`config.mk`:
```
export PLATFORM = sky130hd
export DESIGN_NAME = upload_req_arbiter
export DESIGN_NICKNAME = d
export VERILOG_FILES = /design/src/rtl/upload_req_arbiter.sv
export SDC_FILE = /design/constraint.sdc
export NUM_CORES = 1
export LEC_CHECK = 0
export BUFFER_PORTS_ARGS = -buffer_cell sky130_fd_sc_hd__buf_2
export CAP_MARGIN = 20
export CORE_AREA = 2 2 87 89
export CTS_CLUSTER_SIZE = 30
export DETAILED_ROUTE_END_ITERATION = 6
export DIE_AREA = 0 0 89 91
export PLACE_DENSITY_LB_ADDON = 0.12
export SLEW_MARGIN = 20
export SYNTH_ARGS = -nofsm -noshare
export SYNTH_HDL_FRONTEND = slang
export SYNTH_SLANG_ARGS = --single-unit
```
`constraint.sdc`:
```
create_clock -name clk -period 1.8 [get_ports clk]
set_clock_uncertainty 0.15 [all_clocks]
set_input_delay 0 -clock clk [delete_from_list [all_inputs] [get_ports clk]]
set_output_delay 0 -clock clk [all_outputs]
set_load 0.02 [all_outputs]
```
`src/rtl/upload_req_arbiter.sv`:
```
// rtl/upload_req_arbiter.sv - two-source arbiter feeding the upload FSM/datapath pair.
// Optional macro UPLOAD_ARB_FIXED_PRIO_EN selects fixed src0-first priority instead of round-robin.
module upload_req_arbiter #(
  parameter int          FLIT_W   = 16,
  parameter int          CNT_W    = 4,
  parameter logic [1:0]  FSM_IDLE = 2'b00
) (
  input  logic              clk,
  input  logic              rst,
  input  logic              src0_v,
  input  logic [FLIT_W-1:0] src0_head_flit,
  input  logic [FLIT_W-1:0] src0_addrhi,
  input  logic [FLIT_W-1:0] src0_addrlo,
  input  logic [CNT_W-1:0]  src0_flits_max,
  input  logic [CNT_W-1:0]  src0_inv_ids,
  input  logic              src0_en_inv_ids,
  output logic              src0_ack,
  input  logic              src1_v,
  input  logic [FLIT_W-1:0] src1_head_flit,
  input  logic [FLIT_W-1:0] src1_addrhi,
  input  logic [FLIT_W-1:0] src1_addrlo,
  input  logic [CNT_W-1:0]  src1_flits_max,
  input  logic [CNT_W-1:0]  src1_inv_ids,
  input  logic              src1_en_inv_ids,
  output logic              src1_ack,
  input  logic [1:0]        upl_fsm_state,
  output logic              upl_v_flits,
  output logic [FLIT_W-1:0] upl_head_flit,
  output logic [FLIT_W-1:0] upl_addrhi,
  output logic [FLIT_W-1:0] upl_addrlo,
  output logic [CNT_W-1:0]  upl_flits_max,
  output logic [CNT_W-1:0]  upl_inv_ids,
  output logic              upl_en_inv_ids,
  output logic              grant_id,
  output logic              arb_busy
);

  typedef enum logic [1:0] {
    S_IDLE  = 2'b00,
    S_LOAD  = 2'b01,
    S_START = 2'b10,
    S_BUSY  = 2'b11
  } state_t;

  state_t              state_q, state_d;
  logic                grant_q, grant_d;
  logic [FLIT_W-1:0]   head_q, head_d;
  logic [FLIT_W-1:0]   addrhi_q, addrhi_d;
  logic [FLIT_W-1:0]   addrlo_q, addrlo_d;
  logic [CNT_W-1:0]    fmax_q, fmax_d;
  logic [CNT_W-1:0]    inv_q, inv_d;
  logic                en_inv_q, en_inv_d;
  logic                win;

`ifdef UPLOAD_ARB_FIXED_PRIO_EN
  assign win = ~src0_v;
`else
  logic last_grant_q, last_grant_d;

  // With both pending, the source not served last time wins; otherwise the lone requester wins.
  assign win = (src0_v & src1_v) ? ~last_grant_q : ~src0_v;

  always_ff @(posedge clk) begin
    if (rst) begin
      last_grant_q <= 1'b1;
    end else begin
      last_grant_q <= last_grant_d;
    end
  end
`endif

  always_comb begin
    state_d  = state_q;
    grant_d  = grant_q;
    head_d   = head_q;
    addrhi_d = addrhi_q;
    addrlo_d = addrlo_q;
    fmax_d   = fmax_q;
    inv_d    = inv_q;
    en_inv_d = en_inv_q;
`ifndef UPLOAD_ARB_FIXED_PRIO_EN
    last_grant_d = last_grant_q;
`endif
    case (state_q)
      S_IDLE: begin
        if (src0_v | src1_v) begin
          state_d  = S_LOAD;
          grant_d  = win;
          head_d   = win ? src1_head_flit  : src0_head_flit;
          addrhi_d = win ? src1_addrhi     : src0_addrhi;
          addrlo_d = win ? src1_addrlo     : src0_addrlo;
          fmax_d   = win ? src1_flits_max  : src0_flits_max;
          inv_d    = win ? src1_inv_ids    : src0_inv_ids;
          en_inv_d = win ? src1_en_inv_ids : src0_en_inv_ids;
        end
      end
      S_LOAD: state_d = S_START;
      S_START: begin
        if (upl_fsm_state != FSM_IDLE) state_d = S_BUSY;
      end
      S_BUSY: begin
        if (upl_fsm_state == FSM_IDLE) begin
          state_d = S_IDLE;
`ifndef UPLOAD_ARB_FIXED_PRIO_EN
          last_grant_d = grant_q;
`endif
        end
      end
      default: state_d = S_IDLE;
    endcase
  end

  always_ff @(posedge clk) begin
    if (rst) begin
      state_q  <= S_IDLE;
      grant_q  <= 1'b0;
      head_q   <= '0;
      addrhi_q <= '0;
      addrlo_q <= '0;
      fmax_q   <= '0;
      inv_q    <= '0;
      en_inv_q <= 1'b0;
    end else begin
      state_q  <= state_d;
      grant_q  <= grant_d;
      head_q   <= head_d;
      addrhi_q <= addrhi_d;
      addrlo_q <= addrlo_d;
      fmax_q   <= fmax_d;
      inv_q    <= inv_d;
      en_inv_q <= en_inv_d;
    end
  end

  // Strobe and ack are decoded from LOAD so each fires for exactly one cycle per grant.
  assign upl_v_flits    = (state_q == S_LOAD);
  assign src0_ack       = (state_q == S_LOAD) & ~grant_q;
  assign src1_ack       = (state_q == S_LOAD) &  grant_q;
  assign arb_busy       = (state_q != S_IDLE);
  assign grant_id       = grant_q;
  assign upl_head_flit  = head_q;
  assign upl_addrhi     = addrhi_q;
  assign upl_addrlo     = addrlo_q;
  assign upl_flits_max  = fmax_q;
  assign upl_inv_ids    = inv_q;
  assign upl_en_inv_ids = en_inv_q;

endmodule

```
== After elaboration in Yosys (flattened, before gate mapping) ==
Index checks and enable logic that the tools add are counted.
Word-level totals
  register bits: 61
  bits in latches: 0
  memory bits (writable): 0
  memory bits (read-only): 0
  input bits: 120
  output and inout bits: 62
  memories: 0
Cells by class
  add/subtract/negate cells: 0
  $mul: 0
  divide/modulo/power cells: 0
  order comparisons: 0
  eq/ne operators: 6
  shift-type cells: 0
  multiplexer cells: 11
  bitwise operators: 7
  reductions and logical operators: 7
Operator list (count)
  $mux 16: 3
  $mux 4: 2
  $pmux 2 s4: 1
  $mux 2: 3
  $ne 2x2->1 const B: 3
  $eq 2x2->1 const B: 2
  $logic_not 2->1: 2
  $reduce_and 2->1: 2
  $reduce_bool 2->1: 2
  $and 1x1->1: 3
  $not 1->1: 3
  $reduce_and 3->1: 1
  $eq 2x1->1 const B: 1
  $mux 1: 2
  $or 1x1->1: 1

== Depth between registers and ports, before layout ==
Gate-level depths: netlist of run 1.
  word-level depth: 3
  depth in mapped cells: 6
  gate-level depth less buffers: 5

== Worst setup path before layout of run 1 ==
Ideal clock, no wire load.
  path type: register to register
  start point: register state_q[0]
  end point: register state_q[0]
  library setup time: 60 ps
  data arrival time: 1369 ps
  data required time: 1590 ps
  path slack: 221 ps
  stages on the path, launching flop included: 6
  buffers on the path: 0
  cell sequence: dfxtp_1 -> inv_1 -> ha_1 -> nor3b_1 -> or4_1 -> nand2_1
Between the ends
  word-level cells in the longest chain between the ends: 3
  elaborated cells between the ends (all ways): 9
Ends and longest elaborated chain
  from (decl): line 45  | state_t state_q, state_d;
  from (signal assigned): line 124  | state_q <= state_d;
  $eq 2x2->1 / $logic_not 2->1 (equally long branches): line 84  | case (state_q)
  $ne 2x2->1 (no source line)
  $reduce_and 3->1 (no source line)
Several ways; a longest one is shown, not always the timed one.
A chain may end at the register's enable or synchronous reset.

== Final worst setup path of run 1 ==
  start point: register state_q[1]
  end point: register state_q[0]
The elaborated chain is that of the path after synthesis.

==> impl_results.md, run 1 <==
- Outcome: finished clean
- Max Slew Vio Count: 0
- Inserted Diodes: 0
- Die width: 89 um
- Crit-path max FO: 4
- Cell count after synthesis: roughly 360
- Crit. End Element: register
- Antenna violation net count after detailed routing: 0
- DIE AREA: about 8100 sq um
- Vias: between 3,000 and 4,000
- CTS root buffer: clkbuf_8
- Avg Cell Area, Syn: 8.45 sq um
- Clk sink count: 61
- RSZ-0062 raised after global routing: false
- P&R area growth vs syn: 74.6%
- DR vias/cell: 5.33
- Synth unique cells: 27
- Drt pass-1 iters: 5
- CTS Buf Count: 9
- Period Utilization, post-route: between 90% and 100%
- Post-synth ARST share: 0%
- Max-cap check violation count: 0
- CTS tree: yes
- Initial antenna violation count: 0
- Worst min path class: primary input to register
- H-tree levels: 3
- Final setup viols: 0
- Slew margin rel.: 63.2%
- Worst vdd ir: 0.682 mV
- Most common cell in the netlist: o21ai_0
- Post-synth EDFFs: 0
- Worst-margin pin slew: 0.552 ns
- GRT Overall Usage: 27.0%
- PortBufs: 181
- Yosys top cell by area: dfxtp_1
- CTS max path bufs: 2
- NumNets Final: 762
- Synth top cells by count: 100 x o21ai_0, 61 x dfxtp_1, 57 x a31oi_1, 57 x nand3b_1, 17 x clkbuf_1
- Startpoint Class: register
- WL final: 11.3 mm
- Flip-flop and latch count after synthesis: 61
- Path type of the worst setup path: register to register
- I/O pin count: 182
- Core footprint: 7140 sq um
- Initial core utilization: 42.7%
- Post-route minimum period: 1.67 ns
- Pwr per Cell Area: 1130 nW/um^2
- Mapped cell area: around 3000 sq um
- Hpwl dp: 6.04 mm
- Share of cells above drive strength 1: 32.7%
- Ys Warns: 0
- Predominant post-synthesis flop cell: dfxtp_1
- Largest net degree at the start of global routing: 73
- Cell Rows: 31
- Synth top area cells: dfxtp_1 40%, o21ai_0 16%, nand3b_1 14%
- Leakage: approximately 2.3 nW
- TNS Setup: 0 ns
- Placer Congestion: 0.730
- Seq/Total Area, Yosys: 40.0%
- Tot Pwr: 6.00 mW
- Worst-Skew Late Latency: 0.33 ns
- Max frequency: ~600 MHz
- Drt initial violations: 139
- First-pass GRT wire length: 17.4 mm
- Die height: 91 um
- Fillers: 538
- Drt drc: 0
- Wire length per cell: approximately 15 um
- Number of global-route vias before repair: 3,870
- CP arrival: 1.79 ns
- CTS clock-pin slew for the worst setup and hold paths: ~0.06 ns
- Net Count, Synth: 486
- Data required time of the worst path: approximately 1.9 ns
- Final Hold Fails: 0
- Top cell type's share of synthesized area: 40.0%
- Grt ovf: 0
logic make-up (layout without fill, tap and decap cells):
| logic type | Yosys count | count (layout) | synth area share (%) |
|---|---|---|---|
| flops | 61 | 61 | 40.0 |
| compound gates | 178 | 178 | 32.5 |
| mux | 1 | 1 | 0.328 |
| buf+inv | 48 | 329 | 8.78 |
| fa+ha+maj | 5 | 5 | 2.05 |
| simple gates | 68 | 68 | 16.2 |
critical path, cell delays in order, from the launching register on:
cell     delay (ns)
dfxtp_1        0.38
inv_1          0.10
ha_1           0.22
nor3b_1        0.18
or4_1          0.52
nand2_1        0.07
per-stage QoR:
stage | hold WS, ns | cells | area [sq um] | util (%) | setup slack (ns)
4_1_cts | 0.102 | 741 | 5320 | 74.5 | 0.0658
3_5_place_dp | 0.0733 | 607 | 3950 | 55.3 | 0.114
3_3_place_gp | 0.0682 | 607 | 3950 | 55.3 | 0.170
6_report | 0.111 | 741 | 5320 | 74.6 | 0.128
2_1_floorplan | -0.0776 | 361 | 3050 | - | 0.221
5_1_grt | 0.170 | 741 | 5320 | 74.6 | 0.0246
state kept, by name (all words and copies together), names as in the netlist:
register and count:
upl_head_flit 16, upl_addrhi 16, upl_en_inv_ids 1, last_grant_q 1, upl_addrlo 16, grant_id 1
upl_flits_max 4, upl_inv_ids 4, state_q 2
path summary, 6_finish.rpt:
path         cells after the start  slack (ns)           end          from
max                              5        0.13    state_q[0]    state_q[1]
min                              3        0.11    state_q[1]        src1_v
max reg2reg                      5        0.13    state_q[0]    state_q[1]
min reg2reg                      2        0.33  last_grant_q  last_grant_q
routing by layer:
layer	wire, um	share of wire (%)	track usage [%]
met1	4350	38	29.5
met2	5650	50	46.8
met3	777	6.9	5.91
met4	551	4.9	15.8
met5	0	0	0
layout by cell type, fill, tap and decap left out, types with 5 or more instances in the layout:
| cell | synthesis | routed |
|---|---|---|
| nand3b_1 | 57 | 57 |
| clkbuf_8 | 0 | 10 |
| ha_1 | 5 | 5 |
| buf_4 | 2 | 5 |
| dfxtp_1 | 61 | 60 |
| dlygate4sd3_1 | 0 | 118 |
| buf_2 | 15 | 181 |
| o21ai_0 | 100 | 100 |
| a31oi_1 | 57 | 57 |
| o21ai_1 | 14 | 14 |
what timing repair did:
item                       4_1_cts  5_1_grt
setup endpoints to repair        0       52
resized for setup                0        4
hold endpoints to repair        61        0
hold buffers                   118        0
buffers inserted                 0        0
layout make-up:
class	instances	area, sq um	area share [%]
Clock inverter	5	50.0	0.940
Multi-Input combinational cell	252	1560	29.3
Timing Repair Buffer	308	2200	41.4
Tap cell	99	124	2.33
Inverter	5	21.3	0.400
Sequential cell	61	1220	23.0
Clock buffer	11	141	2.66
power breakdown:
group | switching [mW] | internal, mW
Clock | 0.520 | 0.668
Sequential | 0.219 | 1.82
Combinational | 1.69 | 1.08
Total | 2.43 | 3.57
Power figures use the tool's default switching activity.
==> run 2: changes to the inputs <==
Settings changed: BUFFER_PORTS_ARGS -buffer_cell sky130_fd_sc_hd__buf_2 to -buffer_cell sky130_fd_sc_hd__buf_4, CTS_CLUSTER_DIAMETER from default to 120.
==> run 2 against run 1 <==
Net effect:
- die area did not move
- final area rose by 10%
- fmax fell by 1.1%
- critical path depth did not move
- sequential share of layout area fell by 2.1 points
- first-iteration DRC count rose by 38%
- utilization rose by 7.5 points
- power rose by 14%
- sequential cell count did not move
- combinational power rose by 14%
- via count rose by 2.6%
- cell count fell by 0.13%
- critical path type unchanged
- critical endpoint unchanged
- highest routed layer unchanged
==> impl_results.md, run 2 (synthesis gave the netlist of run 1 again) <==
- PortBufs: between 150 and 200
- Initial core utilization: a little over two fifths
- Grt ovf: 0
- P&R area growth vs syn: 92.2%
- Largest net degree at the start of global routing: 63
- Tot Pwr: 6.83 mW
- Max Slew Vio Count: 0
- CP arrival: 1.82 ns
- Slew margin rel.: 71.9%
- Hold_ws: 0.0618 ns
- Crit-path max FO: 4
- Die width: 89 um
- Inserted Diodes: 0
- NumNets Final: between 700 and 800
- Drt drc: 0
- WL final: 12.2 mm
- Outcome: finished clean
- CTS clock-pin slew for the worst setup and hold paths: 0.07 ns
- Slowest stage cell on the critical path: or4_1
- Hpwl dp: 6.27 mm
- CTS tree: yes
- Vias: ~4,100
- Max frequency: 592 MHz
- RSZ-0062 raised after global routing: false
- Leakage: 2.49 nW
- Post-route minimum period: ~1.7 ns
- Crit. End Element: register
- Period Utilization, post-route: 93.9%
- Core Util, Final: 82.1%
- Worst-margin pin slew: about 0.42 ns
- Critical-path cell list: inv_1 -> ha_1 -> nor3b_1 -> or4_1 -> nand2_1
- Drt initial violations: 192
- DR vias/cell: 5.48
- Area after DPL: about 4400 sq um
- Final setup viols: 0
- CTS root buffer: clkbuf_8
- Die height: 91 um
- CTS Buf Count: 9
- Number of global-route vias before repair: roughly 4,000
- FF+latch area: 1220 sq um
- Worst min path class: primary input to register
- Area of the multi-input gates: ~1600 sq um
- First-pass GRT wire length: 18.8 mm
- Startpoint Class: register
- Path type of the worst setup path: register to register
- Worst path bufs/invs: 1
- Worst vdd ir: ~0.66 mV
- Max-cap check violation count: 0
- Most common cell after layout, fill and taps aside: buf_4
- Wire length per cell: about 17 um
- Data required time of the worst path: 1.93 ns
- Worst-Skew Late Latency: 0.34 ns
- Antenna violation net count after detailed routing: 0
- Pwr per Cell Area: about 1200 nW/um^2
- Drt pass-1 iters: 5
- Final Hold Fails: 0
- Most frequent cells in the layout: 183 x buf_4, 118 x dlygate4sd3_1, 100 x o21ai_0, 60 x dfxtp_1
- Share of cells above drive strength 1: 32.8%
- Placer Congestion: 0.759
- Post CTS Setup Buffer Count: 0
- CTS max path bufs: 2
- H-tree levels: 3
- Slowest stage delay, CP: 0.53 ns
- Core footprint: about 7100 sq um
- TNS Setup: 0 ns
- DIE AREA: 8100 sq um
- Cell Rows: 31
- GRT Overall Usage: about 29%
- Fillers: 439
- Initial antenna violation count: 0
- Delay-heaviest family, CP: simple AND/OR/NAND/NOR gates
- Clk sink count: 61
- I/O pin count: 182
- Design area: ~6000 sq um
==> run 2: layout make-up <==
type | instances | area share (%)
clock buffers | 9 | 2.11
clock inverters | 7 | 2.35
inverters | 5 | 0.320
multi-input cells | 252 | 26.6
flip-flops and latches | 61 | 20.9
well taps | 99 | 2.11
repair buffers | 307 | 45.6
==> run 2: per-stage QoR <==
step / setup WS [ns] / instances
4_1_cts: 0.102 / 740
5_1_grt: 0.0241 / 740
2_1_floorplan: 0.221 / 361
3_5_place_dp: 0.124 / 606
3_3_place_gp: 0.159 / 606
6_report: 0.110 / 740
==> run 2: worst paths after layout <==
check / start / end / slack [ns] / cells after the start
max: state_q[1] / state_q[0] / 0.11 / 5
min: src1_v / state_q[1] / 0.06 / 3
max reg2reg: state_q[1] / state_q[0] / 0.11 / 5
min reg2reg: last_grant_q / last_grant_q / 0.33 / 2
==> run 2: routing by layer <==
layer | global-route usage (%) | vias up | wire (um)
li1 | - | 1903 | -
met1 | 32.0 | 1906 | 4700
met2 | 51.4 | 205 | 6280
met3 | 6.36 | 40 | 788
met4 | 17.0 | 0 | 478
met5 | 0 | - | 0
==> run 2: worst min-delay path, stage by stage <==
cell     delay, ns
buf_4         0.10
nor3b_1       0.07
o41ai_1       0.35
==> run 2: what timing repair did <==
action	in CTS	in global routing
hold endpoints to repair	61	0
gates resized for setup	0	1
hold buffers	118	0
endpoints found under the setup margin	0	1
==> run 2: power breakdown <==
part	internal [mW]	switching [mW]
Combinational	1.41	1.74
Sequential	1.82	0.250
Clock	1.05	0.555
==> run 3: changes to the inputs <==
Settings changed: CELL_PAD_IN_SITES_DETAIL_PLACEMENT from default to 0, CELL_PAD_IN_SITES_GLOBAL_PLACEMENT from default to 1, CORE_AREA 2 2 87 89 to 2 2 104 106, DIE_AREA 0 0 89 91 to 0 0 106 108.
Clock period 1.8 ns to 1.7 ns, I/O delays scaled along.
==> run 3 against run 2 <==
Net effect:
- critical path depth is the same
- first-iteration DRC count grew 8.3%
- via count shrank 4.7%
- sequential share of layout area shrank 0.20 points
- non-clock buffer count grew 5
- combinational power grew 5%
- global-route usage shrank 9.7 points
- power grew 3.5%
- final area grew 0.96%
- fmax grew 5.1%
- routed wire length shrank 5.3%
- critical path type unchanged
- highest routed layer unchanged
==> impl_results.md, run 3 (synthesis gave the netlist of run 1 again) <==
- Most frequent cells in the layout: 189 x buf_4, 118 x dlygate4sd3_1, 100 x o21ai_0, 60 x dfxtp_1
- Hold Path Sink: state_q[1]
- Share of cells above drive strength 1: 33.4%
- P&R area growth vs syn: 94.1%
- Die height: 108 um
- CTS clock-pin slew for the worst setup and hold paths: approximately 0.07 ns
- Worst-margin pin slew: 0.427 ns
- CTS root buffer: clkbuf_8
- TNS Setup: 0 ns
- Critical Path Start: state_q[1]
- Wire length per cell: 14.8 um
- Leakage: approximately 2.5 nW
- R2R cell count: 5
- Largest net degree at the start of global routing: 62
- Startpoint Class: register
- Area of the multi-input gates: ~1600 sq um
- Clk sink count: 61
- DR vias/cell: 4.94
- Drt drc: 0
- Max-cap check violation count: 0
- H-tree levels: 3
- Max Slew Vio Count: 0
- Hpwl dp: 6.98 mm
- Path type of the worst setup path: register to register
- Slowest stage delay, CP: 0.53 ns
- Drt pass-1 iters: 4
- Worst vdd ir: 0.724 mV
- WL final: 11.6 mm
- RSZ-0062 raised after global routing: false
- First-pass GRT wire length: 18.4 mm
- Outcome: finished clean
- Slew margin rel.: a little under three quarters
- Initial antenna violation count: 0
- Hold_ws: about 0.067 ns
- Initial core utilization: 29.8%
- CTS Buf Count: 9
- Post-route minimum period: 1.61 ns
- Worst-Skew Late Latency: 0.33 ns
- NumNets Final: 766
- Hold Path Origin: src1_v
- Most common cell after layout, fill and taps aside: buf_4
- PortBufs: 181
- CP arrival: 1.73 ns
- Vias: 3,864
- Hold Crit Depth: 3
- Slowest stage cell on the critical path: or4_1
- Inserted Diodes: 0
- Worst min path class: primary input to register
- Number of global-route vias before repair: 3,925
- Final Non-Filler Cells: slightly below 800
- CTS tree: yes
- Placer Congestion: 0.745
- Crit. End Element: register
- DIE AREA: 11,400 sq um
- FF+latch area: 1220 sq um
- Post CTS Setup Buffer Count: 0
- Crit-path max FO: 4
- Tot Pwr: 7.07 mW
- Critical-path cell list: inv_1 -> ha_2 -> nor3b_1 -> or4_1 -> nand2_1
- Drt initial violations: ~210
- Grt ovf: 0
- I/O pin count: 182
- Cell Rows: 37
- Core footprint: between 10,000 and 15,000 sq um
- Placed insts: between 600 and 700
- Die width: 106 um
- CTS max path bufs: 2
- GRT Overall Usage: 19.8%
- Max frequency: between 600 and 700 MHz
- RR Startpoint: state_q[1]
- Final Hold Fails: 0
- Fillers: 893
- Final setup viols: 0
- Data required time of the worst path: 1.82 ns
- Reg2reg end: state_q[0]
- Antenna violation net count after detailed routing: 0
- Pwr per Cell Area: 1190 nW/um^2
- Reg-to-reg slack, setup: 0.09 ns
- Period Utilization, post-route: 94.6%
-- run 3: changes by cell type in the layout (fill, tap and decap cells not counted), sizes merged --
| cell | delta |
|---|---|
| buf | +5 |
| clkbuf | +4 |
| bufinv | -2 |
| clkinv | -1 |
| clkinvlp | -1 |
-- run 3: power breakdown --
part / switching [mW] / internal (mW) / total (mW)
Sequential: 0.242 / 1.93 / 2.17
Combinational: 1.80 / 1.51 / 3.32
Clock: 0.602 / 0.985 / 1.59
-- run 3: stage by stage --
step / instance area [sq um] / setup slack, ns / util (%)
after detailed placement: 4490 / 0.0493 / 43.9
after global routing: 5920 / 0.0160 / 57.8
after floorplan: 3050 / 0.121 / -
after CTS: 5910 / 0.0136 / 57.8
final: 5920 / 0.0917 / 57.8
after global placement: 4490 / 0.0827 / 43.9
-- run 3: final cells by class --
cell class	instances	area share, %
clock inverter	3	1.10
tap	136	2.88
sequential	61	20.7
clock buffer	13	3.02
multi-input combinational	252	26.4
inverter	5	0.317
timing repair buffer	312	45.6
-- run 3: what timing repair did --
action	CTS	global route
endpoints found under the setup margin	0	4
hold buffers	118	0
resized for setup	0	2
endpoints found under the hold margin	61	0
-- run 3: worst max-delay path by stage --
stage,cells after the start,to,slack (ns)
2_1_floorplan,5,state_q[0],0.12
3_3_place_gp,5,state_q[0],0.08
3_5_place_dp,5,state_q[1],0.05
4_1_cts,5,state_q[0],0.01
5_1_grt,6,upl_addrhi[15],0.02
6_report,5,state_q[0],0.09
-- run 3: layer usage --
metal  track usage, %  routed length [um]  up-vias
met2             34.7                5680      141
met1             23.4                4970     1787
met4             6.86                 240        0
met5                0                   0        -
li1                 -                   -     1915
met3             5.24                 697       21
-- run 3: worst max-delay path: cells and delay by family (launching register included) --
| family | cells | cell delay [ns] |
|---|---|---|
| fa+ha+maj | 1 | 0.19 |
| buf+inv | 1 | 0.08 |
| flops | 1 | 0.35 |
| simple gates | 3 | 0.77 |
